File: config.mk
export PLATFORM = sky130hd
export DESIGN_NAME = lcd_sig_gen_flat
export DESIGN_NICKNAME = d
export VERILOG_FILES = /design/src/rtl/lcd_sig_gen_pkg.sv /design/src/rtl/lcd_sig_gen_if.sv /design/src/rtl/lcd_sig_gen.sv /design/src/flat_wrapper.sv
export SDC_FILE = /design/constraint.sdc
export NUM_CORES = 1
export LEC_CHECK = 0
export CAP_MARGIN = 40
export CORE_MARGIN = 2
export CORE_UTILIZATION = 60
export CTS_CLUSTER_SIZE = 12
export DETAILED_ROUTE_END_ITERATION = 10
export PLACE_DENSITY = 0.83
export SYNTH_ARGS = -nofsm -noshare
export SYNTH_HDL_FRONTEND = slang
export SYNTH_SLANG_ARGS = --single-unit
File: constraint.sdc
create_clock -name clk -period 3.65 [get_ports clk]
set_input_delay 0.73 -clock clk [delete_from_list [all_inputs] [get_ports clk]]
set_output_delay 0.73 -clock clk [all_outputs]
set_load 0.02 [all_outputs]
File: src/rtl/lcd_sig_gen_pkg.sv
// Shared types and default geometry for the Game Boy LCD signal generator.
// Geometry defaults match the DMG panel: 160x144 with the usual blanking lengths.
package lcd_pkg;

  localparam int unsigned PX_PER_LINE_DEF = 160;
  localparam int unsigned LINES_DEF       = 144;
  localparam int unsigned HBLANK_CYC_DEF  = 16;
  localparam int unsigned VBLANK_CYC_DEF  = 4560;
  localparam int unsigned IDLE_W          = 16;

  typedef logic [1:0] px_code_t;

  typedef enum logic [3:0] {
    ST_OFF,
    ST_H_ST,
    ST_H_LOAD,
    ST_H_HOLD,
    ST_P_LOAD,
    ST_P_HI,
    ST_L_LOAD,
    ST_L_HI,
    ST_L_FALL,
    ST_HBLANK,
    ST_VBLANK
  } lcd_state_e;

endpackage

File: src/rtl/lcd_sig_gen_if.sv
// Pixel stream from the PPU into the LCD signal generator.
// A pixel moves on a clock edge where px_valid & px_ready are both high; px_ready
// depends only on the consumer's state, and px_valid may toggle freely while px_ready=0.
interface lcd_sig_gen_if;
  import lcd_pkg::*;

  logic     px_valid;
  px_code_t px_data;
  logic     px_ready;

  modport master (output px_valid, output px_data, input px_ready);
  modport slave  (input px_valid, input px_data, output px_ready);
endinterface

File: src/rtl/lcd_sig_gen.sv
// Converts the 2-bit pixel stream into registered Game Boy LCD connector signals
// (hsync, vsync, latch, altsig, ctrl, pclk, px) with a fixed per-line edge order.
module lcd_sig_gen
  import lcd_pkg::*;
#(
  parameter int unsigned PX_PER_LINE = PX_PER_LINE_DEF,
  parameter int unsigned LINES       = LINES_DEF,
  parameter int unsigned HBLANK_CYC  = HBLANK_CYC_DEF,
  parameter int unsigned VBLANK_CYC  = VBLANK_CYC_DEF
) (
  input  logic         clk,
  input  logic         reset,
  input  logic         lcd_on,
  lcd_sig_gen_if.slave px_s,
  output logic         hsync,
  output logic         vsync,
  output logic         latch,
  output logic         altsig,
  output logic         ctrl,
  output logic         pclk,
  output px_code_t     px,
  output logic [7:0]   line,
  output logic         frame_done,
  output lcd_state_e   dbg_state
);

  localparam logic [7:0]        CNT_LAST  = 8'(PX_PER_LINE - 2);
  localparam logic [7:0]        LINE_LAST = 8'(LINES - 1);
  localparam logic [IDLE_W-1:0] HB_LAST   = IDLE_W'(HBLANK_CYC - 1);
  localparam logic [IDLE_W-1:0] VB_LAST   = IDLE_W'(VBLANK_CYC - 1);

  lcd_state_e        state_q, state_d;
  logic [7:0]        cnt_q, cnt_d;
  logic [7:0]        line_q, line_d;
  logic [IDLE_W-1:0] idle_q, idle_d;
  logic              altsig_q, altsig_d;
  px_code_t          px_q, px_d;
  logic              hsync_q, hsync_d, vsync_q, vsync_d, latch_q, latch_d;
  logic              ctrl_q, ctrl_d, pclk_q, pclk_d, frame_done_q, frame_done_d;
  logic              rdy, xfer;

  assign rdy           = (state_q == ST_H_LOAD) || (state_q == ST_P_LOAD) ||
                         (state_q == ST_L_LOAD);
  assign px_s.px_ready = rdy;
  assign xfer          = rdy & px_s.px_valid;

  always_comb begin
    state_d      = state_q;
    cnt_d        = cnt_q;
    line_d       = line_q;
    idle_d       = idle_q;
    altsig_d     = altsig_q;
    px_d         = px_q;
    frame_done_d = 1'b0;
    case (state_q)
      ST_OFF: if (lcd_on) begin
        state_d  = ST_H_ST;
        line_d   = 8'd0;
        altsig_d = 1'b0;
      end
      ST_H_ST:   state_d = ST_H_LOAD;
      ST_H_LOAD: if (xfer) begin
        px_d    = px_s.px_data;
        state_d = ST_H_HOLD;
      end
      ST_H_HOLD: begin
        state_d = ST_P_LOAD;
        cnt_d   = 8'd1;
      end
      ST_P_LOAD: if (xfer) begin
        px_d    = px_s.px_data;
        state_d = ST_P_HI;
      end
      // The last middle pixel still needs its own pclk fall, which L_LOAD provides.
      ST_P_HI: if (cnt_q == CNT_LAST) begin
        state_d = ST_L_LOAD;
      end else begin
        state_d = ST_P_LOAD;
        cnt_d   = cnt_q + 8'd1;
      end
      ST_L_LOAD: if (xfer) begin
        px_d    = px_s.px_data;
        state_d = ST_L_HI;
      end
      ST_L_HI: begin
        state_d  = ST_L_FALL;
        altsig_d = ~altsig_q;
      end
      ST_L_FALL: begin
        state_d = ST_HBLANK;
        idle_d  = '0;
      end
      ST_HBLANK: if (idle_q == HB_LAST) begin
        idle_d = '0;
        if (line_q == LINE_LAST) begin
          state_d      = ST_VBLANK;
          frame_done_d = 1'b1;
        end else begin
          state_d = ST_H_ST;
          line_d  = line_q + 8'd1;
        end
      end else begin
        idle_d = idle_q + 1'b1;
      end
      ST_VBLANK: if (idle_q == VB_LAST) begin
        idle_d  = '0;
        line_d  = 8'd0;
        state_d = ST_H_ST;
      end else begin
        idle_d = idle_q + 1'b1;
      end
      default: state_d = ST_OFF;
    endcase
    if (!lcd_on) begin
      state_d      = ST_OFF;
      cnt_d        = 8'd0;
      line_d       = 8'd0;
      idle_d       = '0;
      altsig_d     = 1'b0;
      px_d         = 2'd0;
      frame_done_d = 1'b0;
    end
    // Strobes are decoded from the next state so every output is a flop.
    hsync_d = (state_d == ST_H_ST) || (state_d == ST_H_LOAD) || (state_d == ST_H_HOLD);
    pclk_d  = (state_d == ST_H_ST) || (state_d == ST_P_HI);
    latch_d = (state_d == ST_L_HI);
    ctrl_d  = (state_d != ST_OFF);
    vsync_d = (line_d == 8'd0) &&
              (hsync_d || ((state_d == ST_P_LOAD) && (cnt_d == 8'd1)));
  end

  always_ff @(posedge clk) begin
    if (reset) begin
      state_q      <= ST_OFF;
      cnt_q        <= 8'd0;
      line_q       <= 8'd0;
      idle_q       <= '0;
      altsig_q     <= 1'b0;
      px_q         <= 2'd0;
      hsync_q      <= 1'b0;
      vsync_q      <= 1'b0;
      latch_q      <= 1'b0;
      ctrl_q       <= 1'b0;
      pclk_q       <= 1'b0;
      frame_done_q <= 1'b0;
    end else begin
      state_q      <= state_d;
      cnt_q        <= cnt_d;
      line_q       <= line_d;
      idle_q       <= idle_d;
      altsig_q     <= altsig_d;
      px_q         <= px_d;
      hsync_q      <= hsync_d;
      vsync_q      <= vsync_d;
      latch_q      <= latch_d;
      ctrl_q       <= ctrl_d;
      pclk_q       <= pclk_d;
      frame_done_q <= frame_done_d;
    end
  end

  assign hsync      = hsync_q;
  assign vsync      = vsync_q;
  assign latch      = latch_q;
  assign altsig     = altsig_q;
  assign ctrl       = ctrl_q;
  assign pclk       = pclk_q;
  assign px         = px_q;
  assign line       = line_q;
  assign frame_done = frame_done_q;
  assign dbg_state  = state_q;

endmodule

File: src/flat_wrapper.sv
// flat-port wrapper written by rule: the top's interface ports become plain ports
module lcd_sig_gen_flat import lcd_pkg::*;
#(
  parameter int unsigned PX_PER_LINE = PX_PER_LINE_DEF,
  parameter int unsigned LINES       = LINES_DEF,
  parameter int unsigned HBLANK_CYC  = HBLANK_CYC_DEF,
  parameter int unsigned VBLANK_CYC  = VBLANK_CYC_DEF
)
  (clk, reset, lcd_on, hsync, vsync, latch, altsig, ctrl, pclk, px, line, frame_done, dbg_state, px_s_px_valid, px_s_px_data, px_s_px_ready);
  lcd_sig_gen_if px_s_i ();
  input  logic clk;
  input  logic reset;
  input  logic lcd_on;
  output logic hsync;
  output logic vsync;
  output logic latch;
  output logic altsig;
  output logic ctrl;
  output logic pclk;
  output px_code_t px;
  output logic [7:0] line;
  output logic frame_done;
  output lcd_state_e dbg_state;
  input wire logic [$bits(px_s_i.px_valid)-1:0] px_s_px_valid;
  input wire logic [$bits(px_s_i.px_data)-1:0] px_s_px_data;
  output wire logic [$bits(px_s_i.px_ready)-1:0] px_s_px_ready;
  assign px_s_i.px_valid = px_s_px_valid;
  assign px_s_i.px_data = px_s_px_data;
  assign px_s_px_ready = px_s_i.px_ready;
  lcd_sig_gen #(.PX_PER_LINE(PX_PER_LINE), .LINES(LINES), .HBLANK_CYC(HBLANK_CYC), .VBLANK_CYC(VBLANK_CYC)) u_core (.clk(clk), .reset(reset), .lcd_on(lcd_on), .px_s(px_s_i), .hsync(hsync), .vsync(vsync), .latch(latch), .altsig(altsig), .ctrl(ctrl), .pclk(pclk), .px(px), .line(line), .frame_done(frame_done), .dbg_state(dbg_state));
endmodule
==> results.cfg, run 1 <==
[setup_path]
crit_arrival_ns = 2.01
crit_type = register to primary output
crit_path_start_kind = register
cp-startpoint = u_core.dbg_state[2]
rrSetupSlack_ns = 1.13
endpoint = px_s_px_ready
slowest_delay_ns = 0.70
ff2ff_path_depth = 7
cp.depth = 4
crit_chain = buf_4 -> nor2_1 -> nor3_1 -> clkdlybuf4s50_1
cp_max_fo = 21
path_delay_family = buffers and inverters
critPathSlowestCell = clkdlybuf4s50_1
worstPathRequired_ns = 2.92
worstReg2RegEnd = u_core.vsync
critPathBufInv = 2
r2r_start = u_core.dbg_state[0]
end_kind = primary output

[floorplan]
pin_count = 28
coreArea_um2 = 4090
die_w_um = 69.9
dieArea_um2 = 4880
die_y_um = 69.9
row_count = 23
start_util_pct = 63.7

[power_and_ir_drop]
power_frac_comb_pct = 6.2
power_leakage_nw = 1.00
max-vdd-ir-drop_uv = 215
p_clk_share_pct = 39.5
power_density_nw_per_um2 = 307
p_total_mw = 0.916
intPower_mw = 0.717
p_sw_mw = 0.199
swShare_pct = 21.7
seq_power_share_pct = 54.3

[grt]
grt_pass1_vias = 2157
gr-total-overflow = 0
grt_antenna_before_repair = 0
grt_first_pass_wirelength_mm = 9.84
grt_max_degree = 22
globalRouteTotalUtil_pct = 24.3

[logic_synthesis]
synth_edf_count = 0
synth_area_um2 = 2600
synth_seq_area_share_pct = 34.6
synthCells = 322
avgSynthCellArea_um2 = 8.09
synth_top_area_share_pct = 34.6
async_reset_ff_share_pct = 0
synth_flop_cell = dfxtp_1
ys.warnings.count = 0
ys_ff_latch = 45
yosysTopAreaCell = dfxtp_1
synth.most_common_cell = dfxtp_1
syn_nets = 332
synth_cell_types = 59
yosys-top-cells-count = 45 x dfxtp_1, 41 x nor2_1, 26 x nand2_1, 23 x nand3_1, 21 x a21oi_1
synth_area_leaders = dfxtp_1 35%, nor2_1 5.9%, nand3_1 4.4%

[cells_and_area]
multi_input_area_um2 = 1580
final_nets = 356
layout.area.seq_um2 = 901
nFillCells = 324
syn2layout_area_growth_pct = 14.4
final_cell_area_um2 = 2980
layout-drive-gt1-share_pct = 7.51
antenna_cells = 0

[clock_tree]
htree_levels = 2
ctsHoldBuffers = 0
clk_path_buf_depth = 2
clk_pin_slew_ns = 0.08
cts_resized = 0
cts_buffers = 5
cts_tree = built
cts_setup_buffers = 0
clock_latency_ns = 0.30
clock-sinks = 45
root_buffer = clkbuf_8

[timing]
timing.setup.tns_ns = 0
rsz0062_at_grt = false
period_share_pct = 75.1
post-route-min-period_ns = 2.74
relSlewSlack_pct = 44.4
setup_viol = 0
slew_viol_final = 0
fin_skew_ns = 0.00474
whs_ns = 0.464
timing_hold_violations_final = 0
tightestPinTransition_ns = 0.835
max_freq_ghz = 0.365

[drt]
vias = 2428
wl_per_cell_um = 14.5
drt-initial-drc-count = 227
drt.antenna.violating_nets = 0
drt-pass1-iter-count = 4
routed_wl_mm = 5.74
drc = 0
viasPerCell = 6.13

[worst_hold_path]
hp-class = register to register

[placement]
place_area_um2 = 2880
dp_hpwl_mm = 4.19
place_congestion = 0.874
port-buffer-count = 27

[run]
cap_viol_max_count = 0

[outcome]
outcome = complete, no violations
cell type report:
type / count / share of cell area (%)
Tap cell: 50 / 2.10
Clock buffer: 5 / 2.31
Sequential cell: 45 / 30.2
Inverter: 9 / 1.13
Timing Repair Buffer: 31 / 10.1
Multi-Input combinational cell: 254 / 53.0
Clock inverter: 2 / 1.18
registers in the layout, summed over array words and instances, names as in the netlist:
| name | count |
|---|---|
| u_core.pclk | 1 |
| u_core.px | 2 |
| u_core.frame_done | 1 |
| u_core.latch | 1 |
| u_core.hsync | 1 |
| u_core.vsync | 1 |
| u_core.idle_q | 16 |
| u_core.dbg_state | 4 |
| u_core.cnt_q | 8 |
| u_core.line | 8 |
| u_core.ctrl | 1 |
| u_core.altsig | 1 |
worst register-to-register path: stages, from the launching register on:
cell       delay (ns)
dfxtp_1          0.62
nor2b_1          0.52
nand2_1          0.23
o21ai_0          0.30
and3_1           0.19
nand4_1          0.11
nor4_2           0.33
a2bb2oi_1        0.16
cells in the final DEF, fill, tap and decap left out, types with 5 or more instances in the layout:
cell type / Yosys / final
dfxtp_1: 45 / 45
xor2_1: 11 / 11
a31oi_1: 5 / 5
clkbuf_8: 0 / 5
nand3_1: 23 / 23
o21ai_0: 13 / 13
nand2_1: 26 / 26
nand4_1: 10 / 10
nor2_1: 41 / 41
o211ai_1: 5 / 5
nor2b_1: 7 / 7
xnor2_1: 6 / 6
clkdlybuf4s50_1: 0 / 27
inv_1: 9 / 9
and2_1: 5 / 5
and3_1: 10 / 10
a21oi_1: 21 / 21
nor3_1: 10 / 10
power by group through the flow:
stage                     logic, mW  registers (mW)  clock network, mW
after floorplan              0.0319           0.512                  0
after global placement       0.0550           0.509                  0
after detailed placement     0.0561           0.509                  0
after CTS                    0.0564           0.497              0.370
after global routing         0.0620           0.498              0.391
final                        0.0570           0.497              0.362
layer usage:
layer,GRT usage [%],wire length [um]
met1,34.9,2820
met2,36.0,2490
met3,4.76,298
met4,8.97,126
met5,0,0
worst min-delay path by stage:
| stage | to | cells past startpoint | slack (ns) | from |
|---|---|---|---|---|
| after global placement | u_core.px[0] | 2 | 0.45 | u_core.px[0] |
| after floorplan | u_core.cnt_q[6] | 2 | 0.50 | u_core.cnt_q[6] |
| after global routing | u_core.px[1] | 2 | 0.50 | u_core.px[1] |
| final | u_core.px[1] | 2 | 0.46 | u_core.px[1] |
| after detailed placement | u_core.px[1] | 2 | 0.45 | u_core.px[1] |
| after CTS | u_core.px[1] | 2 | 0.47 | u_core.px[1] |
stage by stage:
step                      util [%]  setup WS, ns  instances
after detailed placement      70.4         0.954        389
after CTS                     72.9         0.890        396
after floorplan                  -          1.31        322
after global placement        70.2          1.02        388
final                         72.9         0.909        396
after global routing          72.9         0.731        396
cell families after synthesis:
kind of cell             share of synthesized area [%]
flip-flops                                        34.6
adder cells (fa/ha/maj)                           1.92
XOR/XNOR                                          5.72
buffers and inverters                             4.80
AND/OR/NAND/NOR                                   34.7
AO/OA/AOI/OAI                                     18.3
No activity file was read; power rests on OpenSTA's default activity.
==> run 2, diff against run 1 <==
--- a/config.mk
+++ b/config.mk
@@ -7,10 +7,10 @@
 export LEC_CHECK = 0
 export CAP_MARGIN = 40
 export CORE_MARGIN = 2
-export CORE_UTILIZATION = 60
+export CORE_UTILIZATION = 51
 export CTS_CLUSTER_SIZE = 12
 export DETAILED_ROUTE_END_ITERATION = 10
-export PLACE_DENSITY = 0.83
+export PLACE_DENSITY = 0.75
 export SYNTH_ARGS = -nofsm -noshare
 export SYNTH_HDL_FRONTEND = slang
 export SYNTH_SLANG_ARGS = --single-unit
==> constraint.sdc (replaced) <==
create_clock -name clk -period 2.5 [get_ports clk]
set_input_delay 0.5 -clock clk [delete_from_list [all_inputs] [get_ports clk]]
set_output_delay 0.5 -clock clk [all_outputs]
set_load 0.02 [all_outputs]
==> results.cfg, run 2 (synthesis results as in run 1) <==
[timing]
rsz0062_at_grt = false
whs_ns = 0.459
timing.setup.tns_ns = 0
slew_viol_final = 0
tightestPinTransition_ns = 0.642
post-route-min-period_ns = 2.37
period_share_pct = 94.7
setup_viol = 0
max_freq_ghz = 0.422
relSlewSlack_pct = 56.6
fin_skew_ns = 0.0125
timing_hold_violations_final = 0

[floorplan]
die_y_um = 75.5
coreArea_um2 = 5010
row_count = 26
start_util_pct = 52.0
dieArea_um2 = 5700
pin_count = 28
die_w_um = 75.5

[clock_tree]
root_buffer = clkbuf_8
cts_tree = built
htree_levels = 2
clk_pin_slew_ns = 0.08
cts_buffers = 5
clock_latency_ns = 0.30
clk_path_buf_depth = 2
cts_setup_buffers = 0
clock-sinks = 45

[setup_path]
crit_arrival_ns = 1.87
cp_max_fo = 11
crit_path_start_kind = register
crit_type = register to primary output
end_kind = primary output
worstPathRequired_ns = 2.00

[placement]
port-buffer-count = 27
place_congestion = 0.915
dp_hpwl_mm = 4.53
place_area_um2 = 2980

[power_and_ir_drop]
p_clk_share_pct = 34.9
power_frac_comb_pct = 7.1
max-vdd-ir-drop_uv = 305
power_leakage_nw = 1.05
swShare_pct = 23.8
power_density_nw_per_um2 = 408
seq_power_share_pct = 58.1
intPower_mw = 0.954
p_sw_mw = 0.298
p_total_mw = 1.25

[outcome]
outcome = complete, no violations

[cells_and_area]
antenna_cells = 0
final_common_cell = dfxtp_1
regMostFlops = u_core.idle_q
syn2layout_area_growth_pct = 17.7
nFillCells = 476
final_cell_area_um2 = 3070
final_nets = 366
largest_reg_flops = 16
layout_common_cells = 43 x dfxtp_1, 41 x nor2_1, 27 x clkdlybuf4s50_1, 26 x nand2_1, 23 x nand3_1
layout-drive-gt1-share_pct = 11.2

[drt]
routed_wl_mm = 5.94
vias = 2464
drt-initial-drc-count = 218
wl_per_cell_um = 13.9
drt-pass1-iter-count = 4
drc = 0
drt.antenna.violating_nets = 0
viasPerCell = 5.77

[grt]
gr-total-overflow = 0
grt_antenna_before_repair = 0
grt_first_pass_wirelength_mm = 10.0
globalRouteTotalUtil_pct = 22.5
grt_max_degree = 17
grt_pass1_vias = 2222

[worst_hold_path]
hp-class = register to register

[run]
cap_viol_max_count = 0
run 2: cell count changes in the layout (fill, tap and decap cells not counted), sizes merged:
cell      before  now
buf            4   14
clkinvlp       0    1
clkinv         1    2
bufinv         1    0
run 2: what timing repair did:
item,CTS,global route
cloned,0,0
setup endpoints to repair,1,2
hold buffers,0,0
resized for setup,1,2
run 2: worst paths after layout:
check             cells after the start                 from       endpoint  slack, ns
setup / recovery                      4  u_core.dbg_state[3]  px_s_px_ready       0.13
hold / removal                        2         u_core.px[1]   u_core.px[1]       0.46
setup reg to reg                      8      u_core.cnt_q[1]   u_core.vsync       0.28
hold reg to reg                       2         u_core.px[1]   u_core.px[1]       0.46
run 2: per-layer routing:
layer  global-route usage (%)  wire length [um]  vias to the layer above
li1                         -                 -                     1246
met1                     30.2              2690                     1143
met2                     37.9              2870                       67
met3                     4.37               322                        8
met4                     4.68                63                        0
met5                        0                 0                        -
run 2: cell type report:
cell class | count | area (um2) | share of cell area, %
Multi-Input combinational cell | 254 | 1580 | 51.5
Sequential cell | 45 | 903 | 29.5
Timing Repair Buffer | 41 | 375 | 12.2
Tap cell | 70 | 87.6 | 2.86
Clock buffer | 5 | 68.8 | 2.24
Inverter | 9 | 33.8 | 1.10
Clock inverter | 3 | 17.5 | 0.571
run 2: power by group through the flow:
stage	combinational, mW	clock (mW)	sequential (mW)
floorplan	0.0465	0	0.748
detailed placement	0.0893	0	0.744
finish	0.0888	0.437	0.727
CTS	0.0896	0.445	0.727
global route	0.0986	0.478	0.728
global placement	0.0888	0	0.744
run 2: critical path, cell delays in order (launching register included):
cell             delay, ns
dfxtp_1               0.41
buf_4                 0.20
nor3_1                0.21
buf_4                 0.16
clkdlybuf4s50_1       0.59
run 2: metrics by stage:
step	utilization [%]	worst slack [ns]	std cells
global placement	59.4	0.182	419
finish	61.2	0.132	427
global route	61.2	0.0173	427
detailed placement	59.4	0.157	419
floorplan	-	0.386	322
CTS	61.2	0.0270	427
